$ cat config.mk
export PLATFORM = sky130hd
export DESIGN_NAME = micro_uart2_apb_seq
export DESIGN_NICKNAME = d
export VERILOG_FILES = /design/src/rtl/micro_uart2_apb_seq_pkg.sv /design/src/rtl/micro_uart2_apb_seq.sv
export SDC_FILE = /design/constraint.sdc
export NUM_CORES = 1
export LEC_CHECK = 0
export ABC_CLOCK_PERIOD_IN_PS = 2300
export CAP_MARGIN = 20
export CORE_ASPECT_RATIO = 1.2
export CORE_MARGIN = 4
export CORE_UTILIZATION = 40
export CTS_CLUSTER_SIZE = 16
export DETAILED_ROUTE_END_ITERATION = 7
export MAX_ROUTING_LAYER = met4
export PLACE_DENSITY = 0.89
export SETUP_SLACK_MARGIN = 0.4
export SYNTH_ARGS = -nofsm -noshare
export SYNTH_HDL_FRONTEND = slang
export SYNTH_SLANG_ARGS = --single-unit
$ cat constraint.sdc
create_clock -name clk -period 2.3 [get_ports clk]
set_input_delay 0.46 -clock clk [delete_from_list [all_inputs] [get_ports clk]]
set_output_delay 0.46 -clock clk [all_outputs]
set_load 0.01 [all_outputs]
$ cat src/rtl/micro_uart2_apb_seq_pkg.sv
// Shared definitions for the micro UART 2 APB sequencer: register map,
// status bit positions and sequencer state types.
package micro_uart2_apb_seq_pkg;

   localparam logic [15:0] UART2_BAUD_DEFAULT = 16'd26;
   localparam logic [3:0]  UART2_DATA_ADDR    = 4'h0;
   localparam logic [3:0]  UART2_BAUD_ADDR    = 4'h4;
   localparam logic [3:0]  UART2_STAT_ADDR    = 4'h8;
   localparam int unsigned UART2_TX_BUSY_BIT  = 0;
   localparam int unsigned UART2_RX_AVAIL_BIT = 1;

   // ST_IDLE is only occupied while reset is held (bus quiet, psel low).
   typedef enum logic [3:0] {
      ST_IDLE,
      ST_BAUD_SETUP,
      ST_BAUD_ACCESS,
      ST_POLL_SETUP,
      ST_POLL_ACCESS,
      ST_TX_SETUP,
      ST_TX_ACCESS,
      ST_RX_SETUP,
      ST_RX_ACCESS
   } seq_state_e;

   typedef enum logic {
      SRV_TX,
      SRV_RX
   } served_e;

   function automatic logic is_access(input seq_state_e s);
      return s inside {ST_BAUD_ACCESS, ST_POLL_ACCESS, ST_TX_ACCESS, ST_RX_ACCESS};
   endfunction

   function automatic logic is_write(input seq_state_e s);
      return s inside {ST_BAUD_SETUP, ST_BAUD_ACCESS, ST_TX_SETUP, ST_TX_ACCESS};
   endfunction

endpackage

$ cat src/rtl/micro_uart2_apb_seq.sv
// APB master that owns the UART 2 slave port: programs the baud divider, then
// polls status and round-robins TX byte writes against RX byte reads.
module micro_uart2_apb_seq
   import micro_uart2_apb_seq_pkg::*;
#(
   parameter logic [15:0] BAUD_DEFAULT = UART2_BAUD_DEFAULT,
   parameter logic [3:0]  DATA_ADDR    = UART2_DATA_ADDR,
   parameter logic [3:0]  BAUD_ADDR    = UART2_BAUD_ADDR,
   parameter logic [3:0]  STAT_ADDR    = UART2_STAT_ADDR,
   parameter int unsigned TX_BUSY_BIT  = UART2_TX_BUSY_BIT,
   parameter int unsigned RX_AVAIL_BIT = UART2_RX_AVAIL_BIT
) (
   input  logic        clk,
   input  logic        reset,
   output logic        apb_psel,
   output logic        apb_penable,
   output logic        apb_pwrite,
   output logic [3:0]  apb_paddr,
   output logic [31:0] apb_pwdata,
   input  logic [31:0] apb_prdata,
   input  logic        tx_valid,
   output logic        tx_ready,
   input  logic [7:0]  tx_data,
   output logic        rx_valid,
   input  logic        rx_ready,
   output logic [7:0]  rx_data,
   input  logic        cfg_load,
   input  logic [15:0] cfg_baud,
   output logic        init_done
);

   seq_state_e  state_q, state_d;
   served_e     last_q, last_d;
   logic [15:0] baud_q, baud_d;
   logic        baud_pend_q, baud_pend_d;
   logic [31:0] pwdata_q, pwdata_d;
   logic        rx_valid_q, rx_valid_d;
   logic [7:0]  rx_data_q, rx_data_d;
   logic        init_done_q, init_done_d;

   logic        stat_busy;
   logic        stat_avail;
   logic        rx_ok;
   logic        tx_ok;
   logic        unused_prdata_hi;

   assign stat_busy        = apb_prdata[TX_BUSY_BIT];
   assign stat_avail       = apb_prdata[RX_AVAIL_BIT];
   assign rx_ok            = stat_avail && !rx_valid_q;
   assign tx_ok            = tx_valid && !stat_busy;
   assign unused_prdata_hi = ^apb_prdata[31:8];

   always_comb begin
      state_d     = state_q;
      last_d      = last_q;
      baud_d      = baud_q;
      baud_pend_d = baud_pend_q;
      pwdata_d    = pwdata_q;
      rx_valid_d  = rx_valid_q;
      rx_data_d   = rx_data_q;
      init_done_d = init_done_q;
      apb_paddr   = STAT_ADDR;
      tx_ready    = 1'b0;

      if (rx_valid_q && rx_ready) begin
         rx_valid_d = 1'b0;
      end

      unique case (state_q)
         ST_IDLE: begin
            apb_paddr = '0;
            state_d   = ST_BAUD_SETUP;
         end
         ST_BAUD_SETUP: begin
            apb_paddr = BAUD_ADDR;
            state_d   = ST_BAUD_ACCESS;
         end
         ST_BAUD_ACCESS: begin
            apb_paddr   = BAUD_ADDR;
            baud_pend_d = 1'b0;
            init_done_d = 1'b1;
            state_d     = ST_POLL_SETUP;
         end
         ST_POLL_SETUP: begin
            state_d = ST_POLL_ACCESS;
         end
         ST_POLL_ACCESS: begin
            // A pending baud change only goes out while the transmitter is idle.
            if (baud_pend_q && !stat_busy) begin
               state_d = ST_BAUD_SETUP;
            end else if (rx_ok && tx_ok) begin
               state_d = (last_q == SRV_RX) ? ST_TX_SETUP : ST_RX_SETUP;
            end else if (rx_ok) begin
               state_d = ST_RX_SETUP;
            end else if (tx_ok) begin
               state_d = ST_TX_SETUP;
            end else begin
               state_d = ST_POLL_SETUP;
            end
         end
         ST_TX_SETUP: begin
            apb_paddr = DATA_ADDR;
            state_d   = ST_TX_ACCESS;
         end
         ST_TX_ACCESS: begin
            apb_paddr = DATA_ADDR;
            tx_ready  = 1'b1;
            last_d    = SRV_TX;
            state_d   = ST_POLL_SETUP;
         end
         ST_RX_SETUP: begin
            apb_paddr = DATA_ADDR;
            state_d   = ST_RX_ACCESS;
         end
         ST_RX_ACCESS: begin
            apb_paddr  = DATA_ADDR;
            rx_data_d  = apb_prdata[7:0];
            rx_valid_d = 1'b1;
            last_d     = SRV_RX;
            state_d    = ST_POLL_SETUP;
         end
         default: begin
            apb_paddr = '0;
            state_d   = ST_IDLE;
         end
      endcase

      // Write data is latched on entry to SETUP so it holds through ACCESS
      // even if cfg_load or tx_data move in between.
      if (state_d == ST_BAUD_SETUP) begin
         pwdata_d = {16'h0000, baud_q};
      end else if (state_d == ST_TX_SETUP) begin
         pwdata_d = {24'h000000, tx_data};
      end

      if (cfg_load) begin
         baud_d      = cfg_baud;
         baud_pend_d = 1'b1;
      end
   end

   always_ff @(posedge clk or posedge reset) begin
      if (reset) begin
         state_q     <= ST_IDLE;
         last_q      <= SRV_RX;
         baud_q      <= BAUD_DEFAULT;
         baud_pend_q <= 1'b1;
         pwdata_q    <= '0;
         rx_valid_q  <= 1'b0;
         rx_data_q   <= '0;
         init_done_q <= 1'b0;
      end else begin
         state_q     <= state_d;
         last_q      <= last_d;
         baud_q      <= baud_d;
         baud_pend_q <= baud_pend_d;
         pwdata_q    <= pwdata_d;
         rx_valid_q  <= rx_valid_d;
         rx_data_q   <= rx_data_d;
         init_done_q <= init_done_d;
      end
   end

   assign apb_psel    = (state_q != ST_IDLE);
   assign apb_penable = is_access(state_q);
   assign apb_pwrite  = is_write(state_q);
   assign apb_pwdata  = pwdata_q;
   assign rx_valid    = rx_valid_q;
   assign rx_data     = rx_data_q;
   assign init_done   = init_done_q;

endmodule

==> Yosys cells after proc, flatten, opt, wreduce, memory -nomap -nowiden <==
Cells that the tools add are included.
{ "word_totals": {"reg_bits": 64, "latch_bits": 0, "ram_bits": 0, "romBits": 0, "output_inout_bits": 50, "elab_cells": 51, "mem_count": 0} }
{ "classes": {"addsub": 0, "n_mul": 0, "div": 0, "n_lt_le_gt_ge": 0, "eq_ne": 10, "n_shift": 0, "mux": 15, "bitwise_logic": 0, "reduce_logical": 18} }
{ "op_table": {"columns": ["operator", "n"], "rows": [
  ["32-bit 2-to-1 mux", 2],
  ["4-bit case mux with 7 select lines", 1],
  ["4-bit by 3-bit == test with 1-bit output (second input constant)", 5],
  ["3-bit 2-to-1 mux", 4],
  ["4-bit nonzero test", 3],
  ["4-bit by 1-bit == test with 1-bit output (second input constant)", 2],
  ["4-bit by 2-bit == test with 1-bit output (second input constant)", 2],
  ["4-bit case mux with 2 select lines", 1],
  ["2-bit nonzero test", 4],
  ["1-bit logical AND", 5],
  ["1-bit 2-to-1 mux", 5],
  ["4-bit == test (second input constant)", 1],
  ["4-bit zero test", 1],
  ["2-bit OR reduction", 2],
  ["3-bit OR reduction", 1],
  ["1-bit zero test", 2],
  ["2-bit 2-to-1 mux", 1],
  ["1-bit case mux with 2 select lines", 1]
]} }

==> Longest topological paths before layout <==
Gate-level depths: netlist of the first run.
{ "logic_depth": {"word_depth": 10, "mapped_depth": 6, "ltp_nobuf": 4} }

==> Worst setup path before layout of the first run <==
Ideal clock, no wire load.
{ "synth_path": {"path_kind": "input to register", "start": "in apb_prdata[0]", "end": "reg pwdata_q[10] (netlist: apb_pwdata[10])", "t_arrival_ns": 1.582, "required_ns": 2.233, "path_slack_ns": 0.651, "cell_stages": 5, "n_path_buf": 1, "path_cell_list": "nand2b_1 > o2111a_1 > buf_2 > nor4_4 > a22o_1"} }
{ "synth_between": {"elab_chain_len": 9} }
{ "synth_lines": {"columns": ["element", "line_no", "text"], "rows": [
  ["start, declared", "micro_uart2_apb_seq.sv:20", "input logic [31:0] apb_prdata,"],
  ["1-bit zero test *", "micro_uart2_apb_seq.sv:50, micro_uart2_apb_seq.sv:89", null],
  ["1-bit logical AND", "micro_uart2_apb_seq.sv:50", "assign tx_ok = tx_valid && !stat_busy;"],
  ["3-bit 2-to-1 mux", "micro_uart2_apb_seq.sv:95", "end else if (tx_ok) begin"],
  ["3-bit 2-to-1 mux", "micro_uart2_apb_seq.sv:93", "end else if (rx_ok) begin"],
  ["3-bit 2-to-1 mux", "micro_uart2_apb_seq.sv:91", "end else if (rx_ok && tx_ok) begin"],
  ["3-bit 2-to-1 mux *", "micro_uart2_apb_seq.sv:89", "if (baud_pend_q && !stat_busy) begin"],
  ["4-bit case mux with 7 select lines *", "micro_uart2_apb_seq.sv:69", "unique case (state_q)"],
  ["4-bit by 1-bit == test with 1-bit output or 4-bit by 3-bit == test with 1-bit output (tied branches)", "micro_uart2_apb_seq.sv:130, micro_uart2_apb_seq.sv:132", null],
  ["32-bit 2-to-1 mux or 2-bit nonzero test (tied branches)", null, null],
  ["end signal, assigned", "micro_uart2_apb_seq.sv:157", "pwdata_q <= pwdata_d;"],
  ["end, declared", "micro_uart2_apb_seq.sv:36", "logic [31:0] pwdata_q, pwdata_d;"]
]} }
Every way passes the cells marked *; elsewhere a longest branch is shown, timed or not.
A chain may end at the register's enable or synchronous reset.

==> Worst setup path in the final report of the first run <==
{ "layout_path": {"start": "reg state_q[1]", "end": "out apb_penable"} }
{ "layout_between": {"elab_chain_len": 2} }
{ "layout_lines": {"columns": ["element", "line_no", "text"], "rows": [
  ["start, declared", "micro_uart2_apb_seq.sv:32", "seq_state_e state_q, state_d;"],
  ["start signal, assigned", "micro_uart2_apb_seq.sv:153", "state_q <= state_d;"],
  ["4-bit by 2-bit == test with 1-bit output, or another cell as far along", "micro_uart2_apb_seq_pkg.sv:31", "return s inside {ST_BAUD_ACCESS, ST_POLL_ACCESS, ST_TX_ACCESS, ST_RX_ACCESS};"],
  ["4-bit nonzero test *", "micro_uart2_apb_seq_pkg.sv:31", null],
  ["end, declared", "micro_uart2_apb_seq.sv:16", "output logic apb_penable,"]
]} }
Marks and branches as above.

==> run metrics, run 1 <==
met3 Track Usage GR=4.20%; PnR Total Power=3.60 mW; M2 GR Usage=26.0%; most frequent CP cell=nor2_1; Synth Cell Area=2240 um2; FFs w/ async S/R, synth=100%; CTS Hold Bufs=0; Fmax achieved=543 MHz; GRT busiest layer=met2; Root Driver=clkbuf_8; slew margin rel.=48.9%; number of synthesized register bits=48; Die Footprint=6880 um2; sequential element share of the synthesized area=53.8%; CP arrival=1.38 ns; Min-Delay Path Class=flop to flop; max-cap viol count=0; global-route wire length before repair=8.63 mm; EDFF count, synth=0; # clock sinks=48; final setup vio count=0; ys flop type=dfrtp_1; Mapped Cells=199; CP peak stage delay=0.45 ns; H-tree levels=2; CP Cell Sequence=buf_4, nor2_1, xor2_1, nor2_1, buf_2; DRT iter0 DRCs=68; per-cell routed wire length=15.1 um; combinational share of power=49.1%; warnings from Yosys=0; TritonCTS Buffers=5; Buf+Inv Stages, Crit Path=2; Initial Utilization=41.8%; CP top delay family=flip-flops; peak supply drop=0.492 mV; detailed-route DRC error count=0; Worst Max-Slew Pin Slew=0.764 ns; vias in the first global route=1,720; synthesis-to-finish area growth=36.9%; CTS tree=done; status=finished clean; Fin. Hold Viols=0; largest net degree at the start of global routing=26; commonest non-fill, non-tap cell in the layout=clkdlybuf4s50_1; Pwr Density=1170 nW/um2; slowest stage cell, crit path=dfrtp_2; clk_lat worst skew=0.30 ns; CP Max Fanout=6; DP Area=2930 um2; Min Clock Period, post-route=1.84 ns; TritonRoute pass-1 iters=4; Worst setup SP type=flop; initial antenna violation count=0; sw frac=35.3%; nets@finish=336; GR Util All Layers=15.8%; unrepaired setup endpoints after global routing=yes; row count=29; final RePlAce weighted congestion=0.790; Setup Total Neg Slack=0 ns; Die Wd=76.4 um; total wire length=5.12 mm; share of layout cells above drive strength 1=21.4%; drt via density=5.07; sw power=1.27 mW; grt met1 use=19.6%; worst clock skew=0.00900 ns; via count=1,713; Detailed Place HPWL=3.72 mm; Die Y-Extent=90.1 um; Worst-path clk slew=0.09 ns; Max Transition Viols Final=0; Int Power=2.33 mW; ANT nets after route=0; most frequent cells in the layout=62 x clkdlybuf4s50_1, 39 x dfrtp_1, 29 x nand2_1, 18 x conb_1, 16 x mux2_2; Unique masters post-synth=31; crit path capture type=output pin; CP Data Required Time=1.84 ns; Setup CP Type=flop to output pin; Leak Pwr=1.37 nW; clock buffer depth=2; Avg Inst Size Synth=11.3 um2; grt total ovfl=0; Clk pwr share=14.2%; Ant. Diodes=0; post-route cell area=3070 um2; Tcrit/Tclk final=80.0%; sequential power share=36.7%; Core ar.=5370 um2; # IOs=111; IO buf count=68
power by group through the flow:
| stage | registers, mW | logic [mW] | clock network, mW |
|---|---|---|---|
| finish | 1.32 | 1.77 | 0.512 |
| detailed placement | 1.35 | 1.70 | 0 |
| global placement | 1.35 | 1.65 | 0 |
| floorplan | 1.37 | 0.951 | 0 |
| CTS | 1.33 | 1.77 | 0.537 |
| global route | 1.36 | 1.94 | 0.563 |
path summary, 6_finish.rpt:
| kind | start | to | slack [ns] | cells after the start |
|---|---|---|---|---|
| max | state_q[1] | apb_penable | 0.46 | 5 |
| min | rx_data[1] | rx_data[1] | 0.48 | 2 |
| max reg2reg | state_q[1] | apb_pwdata[8] | 0.51 | 5 |
| min reg2reg | rx_data[1] | rx_data[1] | 0.48 | 2 |
| max in group asynchronous | reset | baud_pend_q | 1.20 | 3 |
| min in group asynchronous | reset | baud_q[12] | 0.52 | 2 |
cell families (layout without fill, tap and decap cells):
logic type,after synthesis,after routing,synth area share (%)
other,1,18,0.167
multiplexers,16,16,8.03
XOR/XNOR,2,2,0.781
buffers and inverters,32,92,9.25
flip-flops,48,48,53.8
AND/OR/NAND/NOR,58,58,13.4
AO/OA/AOI/OAI,42,42,14.6
Yosys cell counts (all sizes together), types with 4 or more instances:
cell type | instances | share of area [%]
nor2b | 4 | 1.1
nor2 | 10 | 1.9
o21ai | 10 | 2.2
dfstp | 5 | 5.9
clkbuf | 4 | 0.67
mux2 | 16 | 8.0
dfrtp | 43 | 48
buf | 25 | 8.1
a311oi | 8 | 3.1
a22o | 8 | 3.1
nand2b | 8 | 2.2
a2bb2oi | 8 | 3.1
nand2 | 29 | 4.8
what timing repair did:
| action | CTS | global route |
|---|---|---|
| setup buffers | 6 | 1 |
| pin swaps | 2 | 2 |
| endpoints found under the hold margin | 0 | 0 |
| endpoints found under the setup margin | 13 | 22 |
| resized for setup | 16 | 11 |
routing by layer:
| metal | vias up | part of all wire, % |
|---|---|---|
| met1 | 824 | 43 |
| met4 | 0 | 0.98 |
| li1 | 812 | - |
| met3 | 7 | 6.3 |
| met5 | - | 0 |
| met2 | 70 | 50 |
sequential cells by signal (all words and copies together), names as in the netlist:
signal	flops
apb_pwdata	16
state_q	4
init_done	1
baud_pend_q	1
rx_valid	1
baud_q	16
rx_data	8
last_q	1
worst reg2reg max path, delay by kind of cell (launching register included):
family | cells | cell delay [ns]
buffers and inverters | 2 | 0.28
DFF | 1 | 0.45
AOI/OAI and AO/OA | 1 | 0.26
and+or+nand+nor | 2 | 0.69
area by class of cell:
cell class                 count  area [um2]
fill                         471        2300
tap                           62        77.6
timing repair buffer          81         772
sequential                    48        1210
inverter                       3        11.3
clock inverter                 2        10.0
multi-input combinational    136         907
clock buffer                   6        82.6
per-stage QoR:
step	cells	worst slack, ns	util [%]	hold slack [ns]
after detailed placement	323	0.0711	54.5	0.462
after global routing	338	0.363	57.2	0.509
after global placement	323	0.0785	54.5	0.457
after CTS	337	0.215	57.2	0.483
final	338	0.460	57.2	0.478
after floorplan	216	0.651	-	0.458
Note: power is estimated with default switching activity, not from simulation.
==> run 2, diff against run 1 <==
ABC_CLOCK_PERIOD_IN_PS = 1900   (was 2300)
clock period = 1.9 ns   (was 2.3 ns; I/O delays follow)
==> run 2 against run 1 <==
Against the previous run:
- worst hold slack lost 0.069 ns
- register-to-register slack lost 0.39 ns
- combinational power grew 64%
- flip-flop and latch count is the same
- core utilization grew 8.1 points
- final area grew 14%
- non-clock buffer count grew 25
- critical path depth grew 2
- first-iteration DRC count shrank 25%
- highest routed layer unchanged
==> run metrics, run 2 (synthesized netlist as in run 1, its figures left out) <==
Min Clock Period, post-route=1.79 ns; status=finished clean; Initial Utilization=41.8%; Fmax achieved=560 MHz; clk_lat worst skew=0.30 ns; largest net degree at the start of global routing=34; grt total ovfl=0; CP Cell Sequence=clkdlybuf4s50_1, nand2b_1, o2111a_2, buf_6, buf_16, a311oi_2, a2bb2oi_2; drt via density=5.16; Min-Delay Path Class=input port to async pin; Int Power=3.34 mW; Fin. Hold Viols=0; detailed-route DRC error count=0; Pwr Density=1490 nW/um2; Tcrit/Tclk final=94.1%; nets@finish=362; # IOs=111; Leak Pwr=1.57 nW; sw power=1.89 mW; GR Util All Layers=17.7%; combinational share of power=55.6%; final RePlAce weighted congestion=0.770; initial antenna violation count=0; global-route wire length before repair=9.67 mm; IO buf count=68; DRT iter0 DRCs=51; placed cells=334; DP Area=3040 um2; non-filler cells, final=364; CP Max Fanout=4; Root Driver=clkbuf_8; worst clock skew=0.00901 ns; slowest stage cell, crit path=clkdlybuf4s50_1; sequential power share=30.6%; Die Footprint=6880 um2; Die Y-Extent=90.1 um; PnR Total Power=5.23 mW; Ant. Diodes=0; CP arrival=1.97 ns; vias in the first global route=1,983; CP peak stage delay=0.48 ns; final setup vio count=0; CP Data Required Time=2.08 ns; DP Worst Slack=-0.189 ns; post-route cell area=3510 um2; Die Wd=76.4 um; Detailed Place HPWL=3.87 mm; CTS Hold Bufs=0; ANT nets after route=0; sw frac=36.1%; TritonCTS Buffers=5; share of layout cells above drive strength 1=35.1%; synthesis-to-finish area growth=56.3%; via count=1,878; crit path capture type=flop; per-cell routed wire length=16.8 um; FF+latch area=1210 um2; max-cap viol count=0; Worst setup SP type=input port; Core ar.=5370 um2; total wire length=6.10 mm; most frequent cells in the layout=40 x dfrtp_1, 35 x clkdlybuf4s50_1, 28 x nand2_1, 26 x dlygate4sd2_1, 19 x buf_4; CTS tree=done; commonest non-fill, non-tap cell in the layout=dfrtp_1; Setup CP Type=input port to flop; fin worst setup slack=0.113 ns; row count=29; Max Transition Viols Final=0; TritonRoute pass-1 iters=4; unrepaired setup endpoints after global routing=yes; peak supply drop=0.724 mV; Clk pwr share=13.8%; # fillers=422; Worst-path clk slew=0.09 ns; H-tree levels=2; # clock sinks=48; area occupied by multi-input gates=1070 um2; clock buffer depth=2
-- run 2: cell types whose count changed in the layout (fill, tap and decap cells not counted), sizes merged --
| cell | previous run | this run |
|---|---|---|
| buf | 15 | 44 |
| bufinv | 0 | 1 |
| clkbuf | 9 | 6 |
| clkdlybuf4s50 | 62 | 35 |
| clkinv | 2 | 1 |
| clkinvlp | 0 | 1 |
| dlygate4sd2 | 0 | 26 |
| inv | 3 | 2 |
| o2111ai | 2 | 3 |
-- run 2: worst max-delay path: cells and delay by family --
family / cells / cell delay (ns)
AND/OR/NAND/NOR: 1 / 0.11
buffers and inverters: 3 / 0.74
AO/OA/AOI/OAI: 3 / 0.73
-- run 2: final cells by class --
cell class,count,area share (%)
Sequential cell,48,34.5
Multi-Input combinational cell,137,30.4
Timing Repair Buffer,106,29.4
Tap cell,62,2.21
Clock buffer,6,2.07
Clock inverter,2,0.999
Inverter,3,0.428
-- run 2: power by group through the flow --
| stage | clock (mW) | sequential [mW] | combinational, mW |
|---|---|---|---|
| after floorplan | 0 | 1.66 | 1.17 |
| after global placement | 0 | 1.61 | 2.21 |
| after detailed placement | 0 | 1.63 | 2.27 |
| after CTS | 0.747 | 1.58 | 2.67 |
| after global routing | 0.792 | 1.64 | 3.11 |
| final | 0.720 | 1.60 | 2.91 |
-- run 2: what timing repair did --
item                       in CTS  in global routing
gates cloned                    3                  0
setup endpoints to repair      56                 34
gates resized for setup        85                 17
pin swaps                      17                 15
buffers inserted               16                  3
-- run 2: metal layers --
layer | global-route usage [%] | share of wire [%] | up-vias
met4 | 5.89 | 1.7 | 0
met2 | 30.4 | 52 | 82
met1 | 20.2 | 39 | 919
li1 | - | - | 866
met5 | - | 0 | -
met3 | 4.30 | 6.9 | 11
-- run 2: worst paths after layout --
kind	start	to	slack, ns	depth (start not counted)
worst min register to register	init_done	init_done	0.47	1
min in group clk	init_done	init_done	0.47	1
worst max-delay path	tx_valid	apb_pwdata[5]	0.11	7
worst min-delay path	reset	rx_data[4]	0.41	2
worst max register to register	state_q[1]	apb_pwdata[10]	0.12	9
max in group asynchronous	reset	baud_q[4]	0.94	3
-- run 2: through the flow --
stage               setup TNS, ns  utilization (%)  hold slack, ns
floorplan                       0                -           0.408
detailed placement          -2.80             56.5           0.455
finish                          0             65.3           0.408
global route                    0             65.3           0.435
CTS                             0             63.4           0.417
global placement            -2.25             56.5           0.457
==> run 3, diff against run 2 <==
GPL_TIMING_DRIVEN = 0   (was default)
==> run 3 against run 2 <==
Against the previous run:
- worst hold slack better by 0.066 ns
- global-route usage up 0.95 points
- power up 0.13%
- die area unchanged
- first-iteration DRC count up 80%
- sequential power about the same
- via count up 5.4%
- clock skew down 0.0015 ns
- worst setup slack worse by 0.040 ns
- critical path depth down 2
- flip-flop and latch count unchanged
- register-to-register slack about the same
- critical endpoint is now apb_paddr[2]
==> run metrics, run 3 (synthesized netlist as in run 1, its figures left out) <==
status=finished clean; Min Clock Period, post-route=1.83 ns; TritonCTS Buffers=5; vias in the first global route=2,038; clock buffer depth=2; Core ar.=5370 um2; CP Data Required Time=1.52 ns; grt total ovfl=0; max-cap viol count=0; grt met1 use=21.9%; Leak Pwr=1.67 nW; slowest stage cell, crit path=dfrtp_1; row count=29; via count=1,980; met3 Track Usage GR=4.10%; CP Cell Sequence=buf_6, nand2b_4, a21o_1, nor2_1, buf_2; nets@finish=381; drt via density=5.17; most frequent cells in the layout=43 x dfrtp_1, 34 x clkdlybuf4s50_1, 30 x buf_4, 27 x dlygate4sd2_1, 26 x nand2_1; initial antenna violation count=0; per-cell routed wire length=17.3 um; # clock sinks=48; total wire length=6.64 mm; M2 GR Usage=31.6%; Die Y-Extent=90.1 um; detailed-route DRC error count=0; area occupied by multi-input gates=1130 um2; fin worst setup slack=0.0727 ns; Die Footprint=6880 um2; share of layout cells above drive strength 1=39.9%; CP arrival=1.45 ns; Detailed Place HPWL=3.86 mm; # fillers=414; Worst-path clk slew=0.09 ns; slew margin rel.=60.3%; Setup CP Type=flop to output pin; TritonRoute pass-1 iters=4; DP Worst Slack=-0.395 ns; # IOs=111; Initial Utilization=41.8%; GR Util All Layers=18.6%; final setup vio count=0; global-route wire length before repair=10.1 mm; Pwr Density=1420 nW/um2; Fin. Hold Viols=0; Fmax achieved=547 MHz; IO buf count=67; Root Driver=clkbuf_8; GRT busiest layer=met2; CTS tree=done; peak supply drop=0.706 mV; clk_lat worst skew=0.31 ns; commonest non-fill, non-tap cell in the layout=dfrtp_1; FF+latch area=1210 um2; H-tree levels=2; Tcrit/Tclk final=96.2%; Ant. Diodes=0; ANT nets after route=0; Max Transition Viols Final=0; WHS=0.475 ns; Worst setup SP type=flop; worst clock skew=0.00748 ns; crit path capture type=output pin; largest net degree at the start of global routing=49; CP peak stage delay=0.41 ns; PnR Total Power=5.24 mW; final RePlAce weighted congestion=0.755; CP Max Fanout=8; Die Wd=76.4 um; synthesis-to-finish area growth=63.9%; unrepaired setup endpoints after global routing=yes; Worst Max-Slew Pin Slew=0.594 ns; DRT iter0 DRCs=92; Min-Delay Path Class=flop to flop
==> run 3: changes by cell type in the layout (fill, tap and decap cells not counted), moves of 3 or more <==
cell      change
buf_4        +11
buf_6         +5
clkbuf_2      +3
dfrtp_1       +3
dfrtp_2       -3
==> run 3: timing repair <==
| action | CTS | global route |
|---|---|---|
| gates cloned | 1 | 2 |
| buffers inserted | 17 | 9 |
| hold buffers | 0 | 0 |
| hold endpoints to repair | 0 | 0 |
| resized for setup | 85 | 31 |
| pin swaps | 24 | 18 |
| setup endpoints to repair | 54 | 42 |
==> run 3: path summary, 6_finish.rpt <==
path                                  from              to  slack (ns)  depth (start not counted)
worst max-delay path            state_q[1]    apb_paddr[2]        0.07                          5
worst min register to register   init_done       init_done        0.47                          1
max in group asynchronous            reset     baud_pend_q        0.86                          3
worst min-delay path             init_done       init_done        0.47                          1
worst max register to register  state_q[1]  apb_pwdata[14]        0.12                          9
min in group asynchronous            reset      rx_data[4]        0.48                          2
==> run 3: layout make-up <==
| cell class | instances | share of cell area [%] |
|---|---|---|
| plain buffers | 29 | 6.43 |
| clock buffers | 6 | 1.97 |
| clock inverters | 2 | 0.340 |
| inverters | 3 | 0.408 |
| multi-input cells | 137 | 30.6 |
| flip-flops and latches | 48 | 32.8 |
| well taps | 62 | 2.11 |
| repair buffers | 96 | 25.3 |
==> run 3: report_power, final <==
| group | leakage, nW | internal, mW | switching (mW) | total [mW] |
|---|---|---|---|---|
| Clock | 0.0412 | 0.258 | 0.346 | 0.604 |
| Sequential | 0.554 | 1.37 | 0.203 | 1.58 |
| Combinational | 1.07 | 1.62 | 1.44 | 3.06 |
==> run 3: through the flow <==
step	setup TNS (ns)	util, %	cell area [um2]	cells
final	0	68.5	3680	383
after CTS	0	63.9	3430	371
after global routing	0	68.5	3680	383
after detailed placement	-4.13	57.4	3080	345
after global placement	-3.43	57.4	3080	345
after floorplan	0	-	2330	216
==> run 3: critical path: cells and delay by family (launching register included) <==
family | cells | cell delay, ns
buffers and inverters | 2 | 0.29
flip-flops | 1 | 0.41
AO/OA/AOI/OAI | 1 | 0.21
AND/OR/NAND/NOR | 2 | 0.22
==> run 3: metal layers <==
metal	vias up	wire length, um	share of wire, %
met5	-	0	0
met4	0	166	2.5
met3	17	404	6.1
met2	82	3470	52
met1	974	2600	39
li1	907	-	-
